==> src/rtl/text_console_ctrl.sv <==
// rtl/text_console_ctrl.sv - byte-stream text console sequencer owning the VRAM write port
`ifndef DP_REG_WIDTH
`define DP_REG_WIDTH 16
`endif

module text_console_ctrl #(
   parameter int         COLS       = 80,
   parameter int         ROWS       = 30,
   parameter logic [7:0] BLANK_CHAR = 8'h20
) (
   input  logic                      clk,
   input  logic                      reset_n,
   input  logic                      ch_valid,
   input  logic [7:0]                ch_data,
   output logic                      ch_ready,
   input  logic [7:0]                attr,
   input  logic                      clr_req,
   output logic                      busy,
   output logic                      vram_we,
   output logic [7:0]                vram_x,
   output logic [4:0]                vram_y,
   output logic [15:0]               vram_wdata,
   output logic                      vram_re,
   output logic [7:0]                vram_rx,
   output logic [4:0]                vram_ry,
   input  logic [15:0]               vram_rdata,
   output logic [`DP_REG_WIDTH-1:0]  ctrl_reg
);
   localparam int         REG_W = `DP_REG_WIDTH;
   localparam logic [7:0] X_MAX = 8'(COLS - 1);
   localparam logic [4:0] Y_MAX = 5'(ROWS - 1);

   typedef enum logic [2:0] {IDLE, PUT, CLEAR, SCR_RD, SCR_WR, SCR_FILL} state_t;

   state_t           state_q;
   logic [7:0]       cx_q, sx_q, wx_q, attr_q;
   logic [4:0]       cy_q, sy_q, wy_q;
   logic [15:0]      wdata_q;
   logic             we_q, re_q, scroll_q;
   logic [REG_W-1:0] ctrl_q;

   logic             put_we_d, scroll_d, is_bs;
   logic [7:0]       cx_d, put_char_d;
   logic [4:0]       cy_d;

   // Cursor move and cell write for the byte being accepted this cycle.
   always_comb begin
      put_we_d   = 1'b0;
      scroll_d   = 1'b0;
      cx_d       = cx_q;
      cy_d       = cy_q;
      put_char_d = ch_data;
      is_bs      = (ch_data == 8'h08);
      case (ch_data)
         8'h0D: cx_d = '0;
         8'h0A: begin
            cx_d = '0;
            if (cy_q == Y_MAX) scroll_d = 1'b1;
            else               cy_d     = cy_q + 5'd1;
         end
         8'h08: begin
            put_char_d = BLANK_CHAR;
            if (cx_q != 8'd0) begin
               cx_d     = cx_q - 8'd1;
               put_we_d = 1'b1;
            end else if (cy_q != 5'd0) begin
               cx_d     = X_MAX;
               cy_d     = cy_q - 5'd1;
               put_we_d = 1'b1;
            end
         end
         default: begin
            put_we_d = 1'b1;
            if (cx_q == X_MAX) begin
               cx_d = '0;
               if (cy_q == Y_MAX) scroll_d = 1'b1;
               else               cy_d     = cy_q + 5'd1;
            end else begin
               cx_d = cx_q + 8'd1;
            end
         end
      endcase
   end

   always_ff @(posedge clk or negedge reset_n) begin
      if (!reset_n) begin
         state_q  <= IDLE;
         cx_q     <= '0;
         cy_q     <= '0;
         sx_q     <= '0;
         sy_q     <= '0;
         wx_q     <= '0;
         wy_q     <= '0;
         attr_q   <= '0;
         wdata_q  <= '0;
         we_q     <= 1'b0;
         re_q     <= 1'b0;
         scroll_q <= 1'b0;
         ctrl_q   <= '0;
      end else begin
         we_q   <= 1'b0;
         re_q   <= 1'b0;
         ctrl_q <= REG_W'({cy_q, cx_q});
         case (state_q)
            IDLE: begin
               if (clr_req) begin
                  state_q <= CLEAR;
                  attr_q  <= attr;
                  we_q    <= 1'b1;
                  wx_q    <= '0;
                  wy_q    <= '0;
                  wdata_q <= {attr, BLANK_CHAR};
               end else if (ch_valid) begin
                  state_q  <= PUT;
                  attr_q   <= attr;
                  cx_q     <= cx_d;
                  cy_q     <= cy_d;
                  scroll_q <= scroll_d;
                  we_q     <= put_we_d;
                  wx_q     <= is_bs ? cx_d : cx_q;
                  wy_q     <= is_bs ? cy_d : cy_q;
                  wdata_q  <= {attr, put_char_d};
               end
            end
            PUT: begin
               if (scroll_q) begin
                  state_q <= SCR_RD;
                  sx_q    <= '0;
                  sy_q    <= 5'd1;
                  re_q    <= 1'b1;
               end else begin
                  state_q <= IDLE;
               end
            end
            CLEAR: begin
               if (wx_q == X_MAX && wy_q == Y_MAX) begin
                  state_q <= IDLE;
                  cx_q    <= '0;
                  cy_q    <= '0;
               end else begin
                  we_q <= 1'b1;
                  if (wx_q == X_MAX) begin
                     wx_q <= '0;
                     wy_q <= wy_q + 5'd1;
                  end else begin
                     wx_q <= wx_q + 8'd1;
                  end
               end
            end
            SCR_RD: begin
               state_q <= SCR_WR;
               we_q    <= 1'b1;
               wx_q    <= sx_q;
               wy_q    <= sy_q - 5'd1;
            end
            SCR_WR: begin
               if (sx_q == X_MAX) begin
                  sx_q <= '0;
                  if (sy_q == Y_MAX) begin
                     state_q <= SCR_FILL;
                     we_q    <= 1'b1;
                     wx_q    <= '0;
                     wy_q    <= Y_MAX;
                     wdata_q <= {attr_q, BLANK_CHAR};
                  end else begin
                     sy_q    <= sy_q + 5'd1;
                     state_q <= SCR_RD;
                     re_q    <= 1'b1;
                  end
               end else begin
                  sx_q    <= sx_q + 8'd1;
                  state_q <= SCR_RD;
                  re_q    <= 1'b1;
               end
            end
            SCR_FILL: begin
               if (wx_q == X_MAX) begin
                  state_q <= IDLE;
               end else begin
                  wx_q <= wx_q + 8'd1;
                  we_q <= 1'b1;
               end
            end
            default: state_q <= IDLE;
         endcase
      end
   end

   // Copy data arrives one cycle after the read strobe, so it bypasses the write register.
   assign vram_wdata = (state_q == SCR_WR) ? vram_rdata : wdata_q;
   assign vram_we    = we_q;
   assign vram_x     = wx_q;
   assign vram_y     = wy_q;
   assign vram_re    = re_q;
   assign vram_rx    = sx_q;
   assign vram_ry    = sy_q;
   assign busy       = (state_q != IDLE);
   assign ch_ready   = reset_n && (state_q == IDLE) && !clr_req;
   assign ctrl_reg   = ctrl_q;

endmodule

==> config.mk <==
export PLATFORM = sky130hd
export DESIGN_NAME = text_console_ctrl
export DESIGN_NICKNAME = d
export VERILOG_FILES = /design/src/rtl/text_console_ctrl.sv
export SDC_FILE = /design/constraint.sdc
export NUM_CORES = 1
export LEC_CHECK = 0
export ABC_AREA = 1
export BUFFER_PORTS_ARGS = -buffer_cell sky130_fd_sc_hd__buf_2
export CAP_MARGIN = 25
export CORE_MARGIN = 2
export CORE_UTILIZATION = 60
export DETAILED_ROUTE_END_ITERATION = 10
export HOLD_SLACK_MARGIN = 0.06
export PLACE_DENSITY = 0.85
export SYNTH_ARGS = -nofsm -noshare
export SYNTH_HDL_FRONTEND = slang
export SYNTH_SLANG_ARGS = --single-unit
==> constraint.sdc <==
create_clock -name clk -period 4.14 [get_ports clk]
set_clock_uncertainty 0.2 [all_clocks]
set_input_delay 0.207 -clock clk [delete_from_list [all_inputs] [get_ports clk]]
set_output_delay 0.207 -clock clk [all_outputs]
set_load 0.005 [all_outputs]
==> metrics, run 1 <==
Critical R2R Launch state_q[1]$_DFFE_PN0P_; Final ANT Viol Nets 0; Num CTS Buffers 9; Final period util 70.5%; final hold violations 0; num ports 98; DRT Pass-1 Iters 7; vias in the first global route 5254; CTS root buf clkbuf_8; Yosys top cell area share 39.4%; initial core utilization 62.7%; Largest register FFs 16; Worst EP arrival 3.01 ns; RSZ-0062 raised after global routing false; CP Class reg -> reg; # nets final 889; GR peak layer met2; Max-Cap Viols 0; Finished Layout Cells 951; Worst Reg-to-Reg Cells 9; post-synth top area cell dfrtp_1; Overall Global Routing Usage 32.0%; hold slack 0.248 ns; Resized cells post-CTS 0; Setup crit start state_q[1]$_DFFE_PN0P_; initial antenna violation count 0; Clk Latency, worst-skew pair 0.36 ns; # DRC 0; via/cell ratio 5.83; Wirelength per Cell 16.2 um; routing usage on met1 41.2%; peak supply drop 0.201 mV; Inst Count DP 915; Mapped Area 5200 um^2; clock-pin slew on the worst setup and hold paths 0.09 ns; fraction of layout instances using a drive strength above 1 16.8%; hpwl dp 10500 um; crit end category flop; remaining global-route overflow 0; critical path startpoint category flop; Synth Warn # 0; status complete, no violations; H-tree depth 3; first-pass GRT wire length 24800 um; grt met3 use 6.19%; fin crit period 2.92 ns; Cell Pwr Density 275 nW/um^2; DRT Wirelength 15500 um; Final setup viols 0; clk sink count 82; ANT cells 0; Slew headroom 29.8%; Hold Buf Count CTS 19; Worst Hold Class in -> async; worst reg2reg path endpoint wdata_q[5]$_DFFE_PN0P_; LEAKAGE 3.14 nW; Worst Path Required 4.23 ns; top area cells in the synthesized netlist dfrtp_1, nand2_1, inv_1; Netlist cell types 42; Max Fclk 0.342 GHz; row count 33; maximum number of pins on one net before global-route repair 59; Worst Tran Pin Value 1.05 ns; Die Height 97.1 um; setup bufs post-CTS 0; fin. max-slew vios 0; Yosys reg bits 82; Final TNS setup 0 ns; FF-to-FF setup slack 1.22 ns; met2 Resource Use GR 53.2%; CTS tree done; register area share after synthesis 39.4%; vias after detailed routing 5540; Syn Area/Cell 7.09 um^2; port bufs 94; core area 8300 um^2; initial drt markers 432; die area 9430 um^2; Clock Path Buffers 2; Area growth, synth to finish 18.6%; placer congestion estimate 0.959; Synth Instances 734; die width 97.1 um; top fanout value on the critical path 43
logic make-up (layout without fill, tap and decap cells):
| group | Yosys count | after routing | synth area share [%] |
|---|---|---|---|
| AND/OR/NAND/NOR | 352 | 352 | 30.0 |
| other | 1 | 3 | 0.0721 |
| XOR/XNOR | 10 | 10 | 1.68 |
| flip-flops | 82 | 82 | 39.4 |
| buffers and inverters | 122 | 232 | 9.43 |
| adder cells (fa/ha/maj) | 12 | 12 | 2.89 |
| AO/OA/AOI/OAI | 155 | 155 | 16.5 |
placed cells by master, fill, tap and decap left out, types with 14 or more instances in the layout:
master and count:
a21oi_1 36, nand3_1 68, nand2_1 169, inv_1 94, buf_2 93, o22ai_1 14, nor2_1 72, o21ai_1 15
dlygate4sd3_1 19, dfrtp_1 82, o211ai_1 15, o21ai_0 66
metal layers:
layer	vias up	wire [um]
li1	2621	-
met1	2564	6080
met2	299	7480
met3	56	1320
met4	0	574
met5	-	0
area by class of cell:
class                      instances  area, um^2
clock inverter                     7         116
clock buffer                       9         124
sequential                        82        2050
timing repair buffer             116         706
fill                             628        2130
inverter                         100         375
multi-input combinational        532        2670
tap                              105         131
cells in the mapped netlist (all sizes together):
master and n:
a211oi 1, a21oi 37, a32oi 1, buf 11, clkbuf 11, conb 1, dfrtp 82, ha 12
inv 100, nand2 176, nand3 70, nand3b 1, nand4 7, nor2 77, nor3 14, nor3b 2
o211ai 15, o21a 1, o21ai 81, o21bai 1, o221ai 1, o22ai 14, o31a 1, o31ai 1
o41ai 1, or2 5, xnor2 2, xor2 8
critical path: stages (launching register included):
cell and delay (ns):
dfrtp_1 0.46, nor2_2 0.10, nand2_4 0.24, inv_2 0.32
nand2_4 0.20, nand2_2 0.09, nor3b_4 0.39, o41ai_1 0.14
dlygate4sd3_1 0.60, o21ai_1 0.10
worst max-delay path by stage:
| stage | cells past startpoint | to |
|---|---|---|
| floorplan | 12 | vram_x[2]$_DFFE_PN0P_ |
| global placement | 8 | wdata_q[5]$_DFFE_PN0P_ |
| detailed placement | 8 | wdata_q[3]$_DFFE_PN0P_ |
| CTS | 9 | wdata_q[5]$_DFFE_PN0P_ |
| global route | 9 | wdata_q[5]$_DFFE_PN0P_ |
| finish | 9 | wdata_q[5]$_DFFE_PN0P_ |
power breakdown:
group / total, W / switching [W] / leakage [nW] / internal (W)
Combinational: 0.000150 / 0.0000889 / 2.12 / 0.0000614
Clock: 0.000721 / 0.000320 / 0.120 / 0.000401
Sequential: 0.000828 / 0.0000156 / 0.903 / 0.000813
Total: 0.00170 / 0.000425 / 3.14 / 0.00128
through the flow:
stage | instance area [um^2] | util (%) | total power [W] | setup WS [ns]
3_3_place_gp | 5720 | 68.9 | 0.000973 | 1.39
4_1_cts | 6150 | 74.1 | 0.00170 | 0.669
3_5_place_dp | 5720 | 68.9 | 0.000977 | 1.23
2_1_floorplan | 5210 | - | 0.000912 | 2.15
6_report | 6170 | 74.4 | 0.00170 | 1.22
5_1_grt | 6170 | 74.4 | 0.00176 | 1.08
No activity file was read; power rests on OpenSTA's default activity.
==> run 2, diff against run 1 <==
--- a/config.mk
+++ b/config.mk
@@ -9,10 +9,10 @@
 export BUFFER_PORTS_ARGS = -buffer_cell sky130_fd_sc_hd__buf_2
 export CAP_MARGIN = 25
 export CORE_MARGIN = 2
-export CORE_UTILIZATION = 60
+export CORE_UTILIZATION = 51
 export DETAILED_ROUTE_END_ITERATION = 10
 export HOLD_SLACK_MARGIN = 0.06
-export PLACE_DENSITY = 0.85
+export PLACE_DENSITY = 0.77
 export SYNTH_ARGS = -nofsm -noshare
 export SYNTH_HDL_FRONTEND = slang
 export SYNTH_SLANG_ARGS = --single-unit
==> constraint.sdc (replaced) <==
create_clock -name clk -period 2.6 [get_ports clk]
set_clock_uncertainty 0.2 [all_clocks]
set_input_delay 0.13 -clock clk [delete_from_list [all_inputs] [get_ports clk]]
set_output_delay 0.13 -clock clk [all_outputs]
set_load 0.005 [all_outputs]
==> metrics, run 2 (synthesized netlist as in run 1, its figures left out) <==
remaining global-route overflow 0; worst hold path startpoint ch_valid; initial drt markers 370; DRT Pass-1 Iters 6; # DRC 0; fin crit period 2.44 ns; LEAKAGE 3.17 nW; final hold violations 0; # nets final 897; Largest register FFs 16; initial antenna violation count 0; Overall Global Routing Usage 26.7%; worst reg2reg path endpoint vram_y[1]$_DFFE_PN0P_; Max Fclk 0.410 GHz; row count 36; DP Area 5840 um^2; clock-pin slew on the worst setup and hold paths 0.08 ns; Tot Pwr 0.00263 W; via/cell ratio 5.43; Final period util 93.8%; num ports 98; hpwl dp 10400 um; Area growth, synth to finish 19.9%; vias in the first global route 4939; Worst Reg-to-Reg Cells 13; placer congestion estimate 0.956; Worst Hold Class in -> reg; maximum number of pins on one net before global-route repair 83; critical path startpoint category flop; H-tree depth 3; Wirelength per Cell 14.8 um; crit end category primary output; FF-to-FF setup slack 0.33 ns; Final TNS setup 0 ns; Max-Cap Viols 0; clk sink count 82; core area 9820 um^2; Worst Hold Depth 4; status complete, no violations; top fanout value on the critical path 37; Clock Path Buffers 2; most common cell after layout, fill and taps aside nand2_1; hold slack 0.0770 ns; Final ANT Viol Nets 0; Worst Path Required 2.27 ns; fraction of layout instances using a drive strength above 1 17.5%; CP Class reg -> out; post-route cell area 6240 um^2; die area 11000 um^2; Critical R2R Launch cx_q[0]$_DFFE_PN0P_; fin. max-slew vios 0; first-pass GRT wire length 24000 um; Worst EP arrival 2.11 ns; CTS tree done; vias after detailed routing 5355; Clk Latency, worst-skew pair 0.37 ns; worst slack at placement 0.376 ns; RSZ-0062 raised after global routing false; Cell Pwr Density 421 nW/um^2; most frequent cells in the layout nand2_1, inv_1, buf_2; Hold Path Sink scroll_q$_DFFE_PN0P_; Die Height 105 um; port bufs 94; Final setup viols 0; CTS root buf clkbuf_8; initial core utilization 53.0%; Num CTS Buffers 9; peak supply drop 0.287 mV; DRT Wirelength 14600 um; die width 105 um; final worst slack 0.160 ns; ANT cells 0
==> run 2: cell types whose count changed in the layout (fill, tap and decap cells not counted), sizes merged <==
| cell | change |
|---|---|
| dlygate4sd3 | -1 |
| buf | +9 |
| inv | -1 |
| bufinv | -1 |
| clkbuf | +2 |
| clkinv | -1 |
==> run 2: how the worst max path moves through the flow <==
stage,end,cells past startpoint,slack [ns],from
6_report,vram_wdata[4],7,0.16,state_q[1]$_DFFE_PN0P_
4_1_cts,vram_wdata[10],7,0.19,state_q[1]$_DFFE_PN0P_
3_5_place_dp,vram_y[1]$_DFFE_PN0P_,13,0.38,cx_q[0]$_DFFE_PN0P_
2_1_floorplan,vram_x[2]$_DFFE_PN0P_,12,0.61,cx_q[0]$_DFFE_PN0P_
5_1_grt,vram_wdata[4],7,0.03,state_q[1]$_DFFE_PN0P_
3_3_place_gp,vram_y[0]$_DFFE_PN0P_,13,0.44,cx_q[0]$_DFFE_PN0P_
==> run 2: metrics by stage <==
step,instances,util (%)
2_1_floorplan,736,-
3_3_place_gp,953,59.5
3_5_place_dp,953,59.5
4_1_cts,986,63.5
5_1_grt,986,63.5
6_report,986,63.5
==> run 2: critical path: stages, from the launching register on <==
cell and delay [ns]:
dfrtp_1 0.45, nor2_2 0.22, nand2_4 0.22, inv_2 0.20
buf_6 0.25, nand2_1 0.10, o21ai_0 0.13, buf_2 0.16
==> run 2: power by group <==
part	internal (W)	switching (W)	total, W
registers	0.00129	0.0000203	0.00131
logic	0.000102	0.000145	0.000247
clock network	0.000565	0.000502	0.00107
total	0.00196	0.000667	0.00263
==> run 2: cell type report <==
type                    instances  area [um^2]
clock buffers                  11          141
clock inverters                 4         76.3
fillers                       902         3580
inverters                     100          375
multi-input cells             532         2670
flip-flops and latches         82         2050
well taps                     133          166
repair buffers                124          759
==> run 2: what timing repair did <==
action / in CTS / in global routing
hold buffers: 18 / 0
endpoints found under the hold margin: 108 / 0
setup endpoints to repair: 0 / 3
buffers inserted: 0 / 0
gates resized for setup: 0 / 1
==> run 2: routing by layer <==
metal	track usage [%]	up-vias	part of all wire, %
met1	37.0	2496	44
met3	4.49	18	6.9
met2	43.2	209	48
met5	0	-	0
met4	7.71	0	1.3
li1	-	2632	-
